## src/rtl/mem_req_unit_pkg.sv

```systemverilog
// Shared definitions for the data-side memory request unit: op bit indices,
// bus size codes and the request FSM state encoding.
package mem_pkg;

  localparam int MEM_OP_W   = 12;
  localparam int MEM_OP_LW  = 0;
  localparam int MEM_OP_SW  = 1;
  localparam int MEM_OP_LB  = 2;
  localparam int MEM_OP_LBU = 3;
  localparam int MEM_OP_LH  = 4;
  localparam int MEM_OP_LHU = 5;
  localparam int MEM_OP_LWL = 6;
  localparam int MEM_OP_LWR = 7;
  localparam int MEM_OP_SB  = 8;
  localparam int MEM_OP_SH  = 9;
  localparam int MEM_OP_SWL = 10;
  localparam int MEM_OP_SWR = 11;

  localparam logic [1:0] SIZE_BYTE = 2'd0;
  localparam logic [1:0] SIZE_HALF = 2'd1;
  localparam logic [1:0] SIZE_WORD = 2'd2;

  typedef enum logic [1:0] {
    S_IDLE = 2'd0,
    S_REQ  = 2'd1,
    S_WAIT = 2'd2,
    S_RESP = 2'd3
  } state_t;

  function automatic logic is_store_op(input logic [MEM_OP_W-1:0] op);
    return op[MEM_OP_SB] | op[MEM_OP_SH] | op[MEM_OP_SW] |
           op[MEM_OP_SWL] | op[MEM_OP_SWR];
  endfunction

endpackage

```

## src/rtl/mem_req_unit_store_formatter.sv

```systemverilog
// Combinational bus formatting for one load/store: size, bus address,
// little-endian byte strobes, lane-replicated write data and alignment check.
module store_formatter
  import mem_pkg::*;
#(
  parameter int ADDR_W = 32
) (
  input  logic [MEM_OP_W-1:0] mem_op,
  input  logic [ADDR_W-1:0]   addr,
  input  logic [31:0]         rt,
  output logic [1:0]          size,
  output logic [ADDR_W-1:0]   bus_addr,
  output logic [3:0]          wstrb,
  output logic [31:0]         wdata,
  output logic                misaligned,
  output logic                is_store
);

  logic [1:0]        off;
  logic [ADDR_W-1:0] word_addr;

  assign off       = addr[1:0];
  assign word_addr = {addr[ADDR_W-1:2], 2'b00};

  // NOTE: every output gets a default first, so no path through the chain infers a latch.
  always_comb begin
    size       = SIZE_WORD;
    bus_addr   = addr;
    wstrb      = 4'b0000;
    wdata      = 32'h0;
    misaligned = 1'b0;
    is_store   = is_store_op(mem_op);
    if (mem_op[MEM_OP_LB] || mem_op[MEM_OP_LBU]) begin
      size = SIZE_BYTE;
    end else if (mem_op[MEM_OP_LH] || mem_op[MEM_OP_LHU]) begin
      size       = SIZE_HALF;
      misaligned = addr[0];
    end else if (mem_op[MEM_OP_LW]) begin
      misaligned = (off != 2'b00);
    end else if (mem_op[MEM_OP_LWL] || mem_op[MEM_OP_LWR]) begin
      bus_addr = word_addr;
    end else if (mem_op[MEM_OP_SB]) begin
      size  = SIZE_BYTE;
      wstrb = 4'b0001 << off;
      wdata = {4{rt[7:0]}};
    end else if (mem_op[MEM_OP_SH]) begin
      size       = SIZE_HALF;
      misaligned = addr[0];
      wstrb      = addr[1] ? 4'b1100 : 4'b0011;
      wdata      = {2{rt[15:0]}};
    end else if (mem_op[MEM_OP_SW]) begin
      misaligned = (off != 2'b00);
      wstrb      = 4'b1111;
      wdata      = rt;
    end else if (mem_op[MEM_OP_SWL]) begin
      // swl writes the high end of rt into the low bytes up to the offset
      bus_addr = word_addr;
      case (off)
        2'd0:    begin wstrb = 4'b0001; wdata = {24'h0, rt[31:24]}; end
        2'd1:    begin wstrb = 4'b0011; wdata = {16'h0, rt[31:16]}; end
        2'd2:    begin wstrb = 4'b0111; wdata = {8'h0, rt[31:8]};   end
        default: begin wstrb = 4'b1111; wdata = rt;                 end
      endcase
    end else if (mem_op[MEM_OP_SWR]) begin
      bus_addr = word_addr;
      case (off)
        2'd0:    begin wstrb = 4'b1111; wdata = rt;                 end
        2'd1:    begin wstrb = 4'b1110; wdata = {rt[23:0], 8'h0};   end
        2'd2:    begin wstrb = 4'b1100; wdata = {rt[15:0], 16'h0};  end
        default: begin wstrb = 4'b1000; wdata = {rt[7:0], 24'h0};   end
      endcase
    end
  end

endmodule

```

## src/rtl/mem_req_unit.sv

```systemverilog
// Data-side memory request unit: accepts one EX-stage load/store, runs a single
// SRAM-like bus transaction and returns the raw word plus byte offset to MEM/WB.
module mem_req_unit
  import mem_pkg::*;
#(
  parameter int ADDR_W = 32,
  parameter int DATA_W = 32
) (
  input  logic                clk,
  input  logic                reset,
  input  logic                es_req_valid,
  output logic                es_req_ready,
  input  logic [MEM_OP_W-1:0] es_mem_op,
  input  logic [ADDR_W-1:0]   es_addr,
  input  logic [DATA_W-1:0]   es_rt_value,
  input  logic                flush,
  output logic                data_req,
  output logic                data_wr,
  output logic [1:0]          data_size,
  output logic [ADDR_W-1:0]   data_addr,
  output logic [3:0]          data_wstrb,
  output logic [DATA_W-1:0]   data_wdata,
  input  logic                data_addr_ok,
  input  logic                data_data_ok,
  input  logic [DATA_W-1:0]   data_rdata,
  output logic                resp_valid,
  input  logic                resp_ready,
  output logic [DATA_W-1:0]   resp_rdata,
  output logic [1:0]          resp_rdata_type,
  output logic                resp_ex,
  output logic                resp_is_store
);

  state_t            state;
  logic              cancel;
  logic              accept;
  logic [1:0]        f_size;
  logic [ADDR_W-1:0] f_addr;
  logic [3:0]        f_wstrb;
  logic [31:0]       f_wdata;
  logic              f_misaligned;
  logic              f_is_store;

  store_formatter #(.ADDR_W(ADDR_W)) u_fmt (
    .mem_op     (es_mem_op),
    .addr       (es_addr),
    .rt         (es_rt_value),
    .size       (f_size),
    .bus_addr   (f_addr),
    .wstrb      (f_wstrb),
    .wdata      (f_wdata),
    .misaligned (f_misaligned),
    .is_store   (f_is_store)
  );

  assign es_req_ready = (state == S_IDLE) && !cancel;
  assign accept       = es_req_valid && es_req_ready && !flush;

  // NOTE: all state is updated with non-blocking assignments so every branch sees pre-edge values.
  always_ff @(posedge clk) begin
    if (reset) begin
      state           <= S_IDLE;
      cancel          <= 1'b0;
      data_req        <= 1'b0;
      data_wr         <= 1'b0;
      data_size       <= 2'd0;
      data_addr       <= '0;
      data_wstrb      <= 4'b0000;
      data_wdata      <= '0;
      resp_valid      <= 1'b0;
      resp_rdata      <= '0;
      resp_rdata_type <= 2'd0;
      resp_ex         <= 1'b0;
      resp_is_store   <= 1'b0;
    end else begin
      case (state)
        S_IDLE: begin
          if (accept) begin
            data_wr         <= f_is_store;
            data_size       <= f_size;
            data_addr       <= f_addr;
            data_wstrb      <= f_wstrb;
            data_wdata      <= f_wdata;
            resp_rdata      <= '0;
            resp_rdata_type <= es_addr[1:0];
            resp_ex         <= f_misaligned;
            resp_is_store   <= f_is_store;
            // an address error never reaches the bus
            if (f_misaligned) begin
              state      <= S_RESP;
              resp_valid <= 1'b1;
            end else begin
              state    <= S_REQ;
              data_req <= 1'b1;
            end
          end
        end
        S_REQ: begin
          if (flush) cancel <= 1'b1;
          if (data_addr_ok) begin
            data_req <= 1'b0;
            state    <= S_WAIT;
          end
        end
        S_WAIT: begin
          if (data_data_ok) begin
            cancel <= 1'b0;
            if (flush || cancel) begin
              state <= S_IDLE;
            end else begin
              state      <= S_RESP;
              resp_valid <= 1'b1;
              if (!data_wr) resp_rdata <= data_rdata;
            end
          end else if (flush) begin
            cancel <= 1'b1;
          end
        end
        S_RESP: begin
          if (flush || resp_ready) begin
            resp_valid <= 1'b0;
            state      <= S_IDLE;
          end
        end
        default: state <= S_IDLE;
      endcase
    end
  end

endmodule

```

## config.mk

```make
export PLATFORM = sky130hd
export DESIGN_NAME = mem_req_unit
export DESIGN_NICKNAME = d
export VERILOG_FILES = /design/src/rtl/mem_req_unit_pkg.sv /design/src/rtl/mem_req_unit_store_formatter.sv /design/src/rtl/mem_req_unit.sv
export SDC_FILE = /design/constraint.sdc
export NUM_CORES = 1
export LEC_CHECK = 0
export ABC_CLOCK_PERIOD_IN_PS = 5210
export BUFFER_PORTS_ARGS = -buffer_cell sky130_fd_sc_hd__buf_4
export CAP_MARGIN = 20
export CELL_PAD_IN_SITES_DETAIL_PLACEMENT = 0
export CELL_PAD_IN_SITES_GLOBAL_PLACEMENT = 2
export CORE_AREA = 2 2 169 130
export CTS_CLUSTER_DIAMETER = 60
export DETAILED_ROUTE_END_ITERATION = 12
export DIE_AREA = 0 0 171 132
export GPL_TIMING_DRIVEN = 0
export PLACE_DENSITY = 0.9
export SETUP_SLACK_MARGIN = 0.05
export SLEW_MARGIN = 10
export SYNTH_ARGS = -nofsm -noshare
export SYNTH_HDL_FRONTEND = slang
export SYNTH_HIERARCHICAL = 1
export SYNTH_SLANG_ARGS = --single-unit
```

## constraint.sdc

```tcl
create_clock -name clk -period 5.21 [get_ports clk]
set_input_delay 1.563 -clock clk [delete_from_list [all_inputs] [get_ports clk]]
set_output_delay 1.563 -clock clk [all_outputs]
set_load 0.005 [all_outputs]
```

---- Yosys cells after proc, flatten, opt, wreduce, memory -nomap -nowiden ----
Index checks and enable logic that the tools add are counted.
operators by class
  add/sub/neg operators ................... 0
  $mul .................................... 0
  divide/modulo/power cells ............... 0
  order comparisons ....................... 0
  equal/unequal tests ..................... 13
  shifts and indexed selects .............. 1
  muxes and demuxes ....................... 70
  bitwise gates (word level) .............. 4
  reductions and logical operators ........ 22
operator list
  kind                                              count
  2-to-1 mux 32 bit                                 13
  one-hot mux 32 bit (3 select lines)               2
  one-hot mux 32 bit (2 select lines)               1
  2-to-1 mux 2 bit                                  21
  2-to-1 mux 4 bit                                  10
  2-to-1 mux 1 bit                                  17
  != test 2 bit (second input constant)             8
  one-hot mux 4 bit (3 select lines)                1
  one-hot mux 3 bit (3 select lines)                1
  one-hot mux 2 bit (4 select lines)                1
  AND reduction 4 bit                               2
  nonzero test 2 bit                                4
  == test 2 bit (second input constant)             3
  AND reduction 6 bit                               1
  logical OR 1 bit                                  5
  AND reduction 5 bit                               1
  == test 2 x 1 -> 1 bit (second input constant)    2
  logical NOT 2 bit                                 2
  bitwise OR 1 bit                                  4
  one-hot mux 1 bit (2 select lines)                2
  left shift 1 x 2 -> 4 bit (first input constant)  1
  logical AND 1 bit                                 3
  one-hot mux 1 bit (3 select lines)                1
  nonzero test 3 bit                                1
  2 further kinds                                   3
word-level totals
  register bits after elaboration ......... 111
  bits in latches ......................... 0
  memory bits (writable) .................. 0
  ROM bits ................................ 0
  memories ................................ 0

---- Longest topological paths before layout ----
Gate-level depths: netlist of run 1.
  word-level depth ........................ 11
  gate-level depth with buffers ........... 10
  mapped depth without buffers ............ 8

---- Cells and area by module ----
The synthesis of run 1 kept the hierarchy.
by module, submodules not included
  module           times used  cells each  area an instance (µm²)  sequential area each (µm²)
  mem_req_unit     1           512         4065.1                  2222.1
  store_formatter  1           256         1709.1                  0.0

---- Worst setup path before layout of run 1 ----
OpenSTA, ideal clock, no wires.
  path type ............................... input to register
  start ................................... in es_addr[0]
  end ..................................... reg resp_valid
  setup time .............................. 0.123 ns
  arrival time ............................ 3.427 ns
  setup slack ............................. 1.660 ns
  stages .................................. 9
  cell sequence ........................... buf_6 -> clkbuf_1 -> mux2i_1 -> nor4_1 -> nor4_1 -> nor4_1 -> nor2b_1 -> a2111oi_4 -> mux2_1
between the ends
  word-level cells in the longest chain between the ends .. 10
ends and longest elaborated chain
  what                               RTL line                                                                text
  start: declaration                 mem_req_unit.sv:14                                                      input logic [ADDR_W-1:0] es_addr,
  nonzero test 2 bit                 mem_req_unit_store_formatter.sv:39, mem_req_unit_store_formatter.sv:52
  2-to-1 mux 1 bit                   mem_req_unit_store_formatter.sv:51                                      end else if (mem_op[MEM_OP_SW]) begin
  2-to-1 mux 1 bit                   mem_req_unit_store_formatter.sv:46                                      end else if (mem_op[MEM_OP_SH]) begin
  2-to-1 mux 1 bit                   mem_req_unit_store_formatter.sv:42                                      end else if (mem_op[MEM_OP_SB]) begin
  2-to-1 mux 1 bit                   mem_req_unit_store_formatter.sv:40                                      end else if (mem_op[MEM_OP_LWL] || mem_op[MEM_OP_LWR]) begin
  2-to-1 mux 1 bit                   mem_req_unit_store_formatter.sv:38                                      end else if (mem_op[MEM_OP_LW]) begin
  2-to-1 mux 1 bit (*)               mem_req_unit_store_formatter.sv:35                                      end else if (mem_op[MEM_OP_LH] || mem_op[MEM_OP_LHU]) begin
  2-to-1 mux 1 bit (*)               mem_req_unit_store_formatter.sv:33                                      if (mem_op[MEM_OP_LB] || mem_op[MEM_OP_LBU]) begin
  via f_misaligned                   mem_req_unit.sv:41                                                      logic f_misaligned;
  != test 2 bit (no line) (*)        -
  AND reduction 6 bit (no line) (*)  -
  end signal: assignment             mem_req_unit.sv:70                                                      resp_valid <= 1'b0;
  end signal: assignment             mem_req_unit.sv:91                                                      resp_valid <= 1'b1;
  end signal: assignment             mem_req_unit.sv:112                                                     resp_valid <= 1'b1;
  end: declaration                   mem_req_unit.sv:26                                                      output logic resp_valid,
The timed path passes the listed nets; every way through them passes the cells marked *.
A chain may end at the register's enable or synchronous reset.

---- Final worst setup path of run 1 ----
Ends and elaborated chain as after synthesis.

==> run_results.csv, run 1 <==
group,metric,value,unit
die,die_w,171,microns
yosys,synth_xor_area_share,0,%
clocking,post_cts.repair.setup_buffers,0,
worst_hold_path,hp-class,"flop to flop",
critical_path,r2r-end,"data_addr[13]",
global_route,grt_max_degree,20,
yosys,ys.flop_type,"dfxtp_1",
critical_path,setup.worst_path.end_class,"flop",
final_layout,layout_common_cells,"225 x buf_4, 198 x nand2_1, 133 x a21oi_1",
critical_path,crit_chain,"buf_4 > buf_6 > clkbuf_1 > mux2i_1 > nor4_1 > nor4_1 > nor4_1 > nor2b_1 > a2111oi_4 > mux2_1",
timing,timing.hold.ws,0.453,ns
yosys,syn-cell-area,0.00577,sq mm
routing,first_pass_iters,9,
routing,drc,0,
yosys,syn_avg_cell_area,7.52,sq um
yosys,synth_fa_ha_area_share,1.08,%
outcome,outcome,"finished clean",
yosys,synth_cell_types,56,
critical_path,reg2reg_from,"state[0]",
timing,final-hold-violation-count,0,
timing,fin_crit_sh,76.4,%
global_route,grt_overflow,0,
timing,worst_slack,1.23,ns
clocking,cts_made_buffers,9,
critical_path,critical_path_class,"input pin to flop",
critical_path,critPathArrivalTime,4.23,ns
timing,setup_viol,0,
clocking,cts_buffer_depth,2,
yosys,yosysWarnings,6,
critical_path,critPathCapture,"resp_valid",
die,fp.dieH,132,microns
routing,wl_per_cell,18.0,microns
routing,ant_nets,0,
pwr,cellLeakagePower,0.00315,uW
place,place_ws,0.830,ns
yosys,synth_compound_area_share,22.3,%
timing,fin_setup_tns,0,ns
clocking,cts_resized,0,
die,ios,225,
routing,via_count,6356,
yosys,synth_mux_area_share,5.24,%
yosys,syn-num-nets,888,
pwr,ir_worst_vdd,158,uV
critical_path,worstPathRequired,5.45,ns
yosys,ys_async_sr_fraction,0,%
timing,period_needed,3.98,ns
critical_path,crit_cells,10,
yosys,ys_ff_latch,111,
critical_path,critPathLaunchType,"input pin",
final_layout,synthToLayoutAreaGrowth,37.0,%
timing,clock_skew,0.00841,ns
critical_path,r2r_cells,7,
yosys,synth_top_cell_by_area,"dfxtp_1",
final_layout,final_common_cell,"buf_4",
place,dpl.hpwl,17200,microns
run,drv_cap,0,
critical_path,cp_top_family,"simple AND/OR/NAND/NOR gates",
yosys,yosysTopAreaCellShare,38.5,%
die,core-area,0.0208,sq mm
die,start_util,27.7,%
global_route,antenna_found_initial,0,
timing,slew-limit-headroom,42.3,%
yosys,synthSimpleGateAreaFrac,24.1,%
timing,maxSlewViolCount,0,
critical_path,cp_slowest_cell,"nor4_1",
critical_path,cpMostUsedCell,"nor4_1",
global_route,grt_use_total,19.6,%
timing,max_freq,251,MHz
critical_path,crit_fanout,10,
routing,dr.first_iter.drc_count,522,
clocking,clkLatencyLatePin,0.35,ns
critical_path,critPathBufInv,3,
die,rows,46,
critical_path,crit_start,"es_addr[0]",
yosys,synth_top_family_by_area,"simple AND/OR/NAND/NOR gates",
timing,rsz0062_at_grt,"no",
place,port_buffers,193,
global_route,grt_pass1_wl,34500,microns
final_layout,nFillCells,2273,
routing,via_per_inst,5.02,
critical_path,critical_path.max_stage_delay,0.62,ns
routing,wirelength,22700,microns
clocking,cts.clk_slew.worst_paths,0.08,ns
final_layout,finalNetCount,1092,
yosys,synth-edff-count,0,
yosys,yosysSeqAreaShare,38.5,%
final_layout,diodes,0,
yosys,netlist_top_cells_area,"dfxtp_1 38%, nand2_1 13%, a21oi_1 12%, buf_4 4.2%, mux2i_1 3.3%",
clocking,htree_num_levels,3,
global_route,grt_pass1_vias,5961,
critical_path,rrSetupSlack,2.89,ns
clocking,cts_sinks,111,
clocking,hold_buffers,0,
place,place_congestion,0.945,
final_layout,drive_above_1_share,28.0,%
clocking,cts-root-buf,"clkbuf_16",
clocking,cts_tree,"built",
yosys,synthCells,768,
pwr,power.density_cell_area,310,mW/mm^2
die,dieArea,0.0226,sq mm
timing,tightest_slew,0.862,ns
## logic make-up (layout without fill, tap and decap cells)
family,after synthesis,after routing
compound gates,210,210
fa+ha+maj,5,5
buf+inv,97,306
flops,111,111
mux,27,27
simple gates,318,318
## report_power, final
group          internal (uW)  switching [uW]
Clock                    428             353
Combinational            285             440
Sequential               911            37.7
## sequential cells by signal, summed over array words and instances, names as in the netlist
register	count
cancel	1
data_addr	32
data_req	1
data_size	2
data_wdata	32
data_wstrb	4
resp_ex	1
resp_is_store	1
resp_rdata	32
resp_rdata_type	2
resp_valid	1
state	2
## worst min-delay path, cell delays in order, from the launching register on
cell and delay (ns):
dfxtp_1 0.31, nand2_1 0.05, a21oi_1 0.05
## worst min-delay path by stage
stage | depth (start not counted) | start | to | slack, ns
after global routing | 2 | resp_rdata[9] | resp_rdata[9] | 0.47
after global placement | 2 | resp_rdata[28] | resp_rdata[28] | 0.44
after detailed placement | 2 | resp_rdata[2] | resp_rdata[2] | 0.44
after floorplan | 2 | resp_rdata[0] | resp_rdata[0] | 0.45
after CTS | 2 | resp_rdata[2] | resp_rdata[2] | 0.46
final | 2 | resp_rdata[2] | resp_rdata[2] | 0.45
## Yosys cell counts, types with 3 or more instances
library cell  instances
a21o_1                3
a21oi_1             133
a221oi_1             10
a222oi_1              7
a22o_1                4
a22oi_1               9
a32o_1                6
and2_1                5
buf_1                 9
buf_2                11
buf_4                32
clkbuf_1             37
dfxtp_1             111
ha_1                  5
inv_1                 6
mux2_2                5
mux2i_1              19
nand2_1             198
nand3_1              37
nor2_1               34
nor2b_1               8
nor3_1               14
nor4_1                3
o21ai_0              17
o31ai_1               4
## per-stage QoR
| stage | utilization (%) | area, sq um | total power (uW) | std cells |
|---|---|---|---|---|
| floorplan | - | 5770 | 1370 | 768 |
| global route | 38.0 | 7910 | 2600 | 1265 |
| CTS | 38.0 | 7910 | 2490 | 1265 |
| detailed placement | 36.4 | 7580 | 1690 | 1249 |
| global placement | 36.4 | 7580 | 1690 | 1249 |
| finish | 38.0 | 7910 | 2460 | 1265 |
## area by class of cell
cell class                 instances  area, sq um  area share, %
buffer                            91          490           6.20
clock buffer                       9          225           2.85
clock inverter                     7          103           1.30
inverter                           6         22.5          0.285
multi-input combinational        560         3040           38.4
sequential                       111         2220           28.1
tap                              288          360           4.55
timing repair buffer             193         1450           18.3
## routing by layer
layer | track usage, % | vias to the layer above | share of wire (%)
met5 | 0 | - | 0
met1 | 29.0 | 2996 | 48
met2 | 27.4 | 277 | 41
met4 | 4.90 | 0 | 1.7
li1 | - | 3054 | -
met3 | 5.97 | 29 | 9.3
Power figures use the tool's default switching activity.
==> run 2, diff against run 1 <==
- ABC_CLOCK_PERIOD_IN_PS: 5210 -> 4030
- CORE_AREA: 2 2 169 130 -> 2 2 176 135
- DIE_AREA: 0 0 171 132 -> 0 0 178 137
- PLACE_DENSITY: 0.9 -> 0.84
- clock period: 5.21 -> 4.03 ns (I/O delays scaled with it)
==> run 2 against run 1 <==
Net effect:
- final cell count rose by 0.95%
- routed wire length rose by 1.7%
- die area rose by 8.0%
- clock power rose by 29%
- sequential power rose by 30%
- largest cell class unchanged
- largest power group unchanged
==> run_results.csv, run 2 (synthesized netlist as in run 1, its figures left out) <==
group,metric,value,unit
pwr,cellLeakagePower,0.00315,uW
die,fp.dieH,137,microns
run,drv_cap,0,
timing,setup_viol,0,
global_route,grt_pass1_vias,5992,
critical_path,setup.worst_path.end_class,"flop",
timing,final-hold-violation-count,0,
pwr,ir_worst_vdd,193,uV
routing,ant_nets,0,
routing,wl_per_cell,18.1,microns
final_layout,diodes,0,
place,dpl.hpwl,17600,microns
clocking,post_cts.repair.setup_buffers,0,
final_layout,drive_above_1_share,27.9,%
die,core-area,0.0226,sq mm
final_layout,final_common_cell,"buf_4",
die,die_w,178,microns
clocking,cts_made_buffers,9,
die,ios,225,
timing,rsz0062_at_grt,"no",
routing,via_count,6283,
global_route,grt_use_total,18.7,%
critical_path,critPathLaunchType,"input pin",
clocking,cts_buffer_depth,2,
critical_path,cp_slowest_cell,"nor4_1",
critical_path,critical_path.max_stage_delay,0.58,ns
critical_path,critPathBufInv,3,
outcome,outcome,"finished clean",
critical_path,rrSetupSlack,1.75,ns
critical_path,cp_top_family,"simple AND/OR/NAND/NOR gates",
die,rows,48,
clocking,cts.clk_slew.worst_paths,0.08,ns
timing,period_needed,3.57,ns
critical_path,crit_fanout,10,
critical_path,cpMostUsedCell,"nor4_1",
clocking,cts_tree,"built",
die,dieArea,0.0244,sq mm
global_route,grt_overflow,0,
final_layout,layout_common_cells,"225 x buf_4, 198 x nand2_1, 133 x a21oi_1",
routing,first_pass_iters,6,
global_route,grt_pass1_wl,34700,microns
timing,fin_setup_tns,0,ns
pwr,finalPower,3170,uW
timing,max_freq,280,MHz
timing,slew-limit-headroom,39.9,%
clocking,cts-root-buf,"clkbuf_16",
clocking,hold_buffers,0,
final_layout,synthToLayoutAreaGrowth,37.1,%
global_route,grt_max_degree,19,
timing,fin_crit_sh,88.7,%
routing,dr.first_iter.drc_count,423,
clocking,htree_num_levels,3,
worst_hold_path,hp-class,"flop to flop",
routing,via_per_inst,4.92,
critical_path,worstPathRequired,4.28,ns
final_layout,reg_top3,"data_addr x32, data_wdata x32, resp_rdata x32",
routing,drc,0,
timing,tightest_slew,0.898,ns
clocking,cts_resized,0,
final_layout,finalNetCount,1092,
clocking,clkLatencyLatePin,0.36,ns
timing,maxSlewViolCount,0,
die,start_util,25.5,%
place,place_congestion,0.927,
pwr,power.density_cell_area,400,mW/mm^2
routing,wirelength,23100,microns
critical_path,crit_chain,"buf_4 > buf_6 > clkbuf_1 > mux2i_1 > nor4_1 > nor4_1 > nor4_1 > nor2b_1 > a2111oi_4 > mux2_1",
timing,clock_skew,0.00744,ns
global_route,antenna_found_initial,0,
place,port_buffers,193,
clocking,cts_sinks,111,
critical_path,critical_path_class,"input pin to flop",
critical_path,critPathArrivalTime,3.82,ns
[run 2: cell count changes in the layout (fill, tap and decap cells not counted)]
| cell | delta |
|---|---|
| clkbuf_1 | +1 |
| clkinv_2 | +1 |
| clkinv_4 | -1 |
| clkinvlp_4 | -1 |
[run 2: where the power goes]
part	switching, uW	internal [uW]	leakage, uW
Combinational	567	369	0.00209
Sequential	49.9	1180	0.000898
Clock	453	552	0.000157
[run 2: worst register-to-register path, cell delays in order, from the launching register on]
cell and delay (ns):
dfxtp_1 0.37, inv_1 0.11, ha_1 0.32, nand3_1 0.12, clkbuf_1 0.55, clkbuf_1 0.48, nand2_1 0.12, a21oi_1 0.14
[run 2: path summary, 6_finish.rpt]
path | startpoint | endpoint | cells after the start
max reg2reg | state[0] | data_addr[20] | 7
min reg2reg | resp_rdata[12] | resp_rdata[12] | 2
max | es_addr[0] | resp_valid | 10
min | resp_rdata[12] | resp_rdata[12] | 2
[run 2: through the flow]
| step | utilization (%) | area (sq um) | setup slack, ns | hold WS [ns] | instances |
|---|---|---|---|---|---|
| 2_1_floorplan | - | 5770 | 0.834 | 0.448 | 768 |
| 3_3_place_gp | 33.6 | 7600 | 0.0582 | 0.440 | 1261 |
| 3_5_place_dp | 33.6 | 7600 | 0.0656 | 0.444 | 1261 |
| 4_1_cts | 35.0 | 7920 | 0.437 | 0.455 | 1277 |
| 5_1_grt | 35.0 | 7920 | 0.310 | 0.474 | 1277 |
| 6_report | 35.0 | 7920 | 0.456 | 0.454 | 1277 |
[run 2: final cells by class]
| class | count | area [sq um] |
|---|---|---|
| repair buffers | 193 | 1450 |
| inverters | 6 | 22.5 |
| clock inverters | 6 | 91.3 |
| fillers | 2455 | 14700 |
| multi-input cells | 560 | 3040 |
| well taps | 300 | 375 |
| flip-flops and latches | 111 | 2220 |
| plain buffers | 91 | 490 |
| clock buffers | 10 | 229 |
[run 2: layer usage]
metal  routed length (microns)  track usage [%]
met1                     10900             26.9
met2                      9580             26.2
met3                      2240             6.22
met4                       409             5.10
met5                         0                0
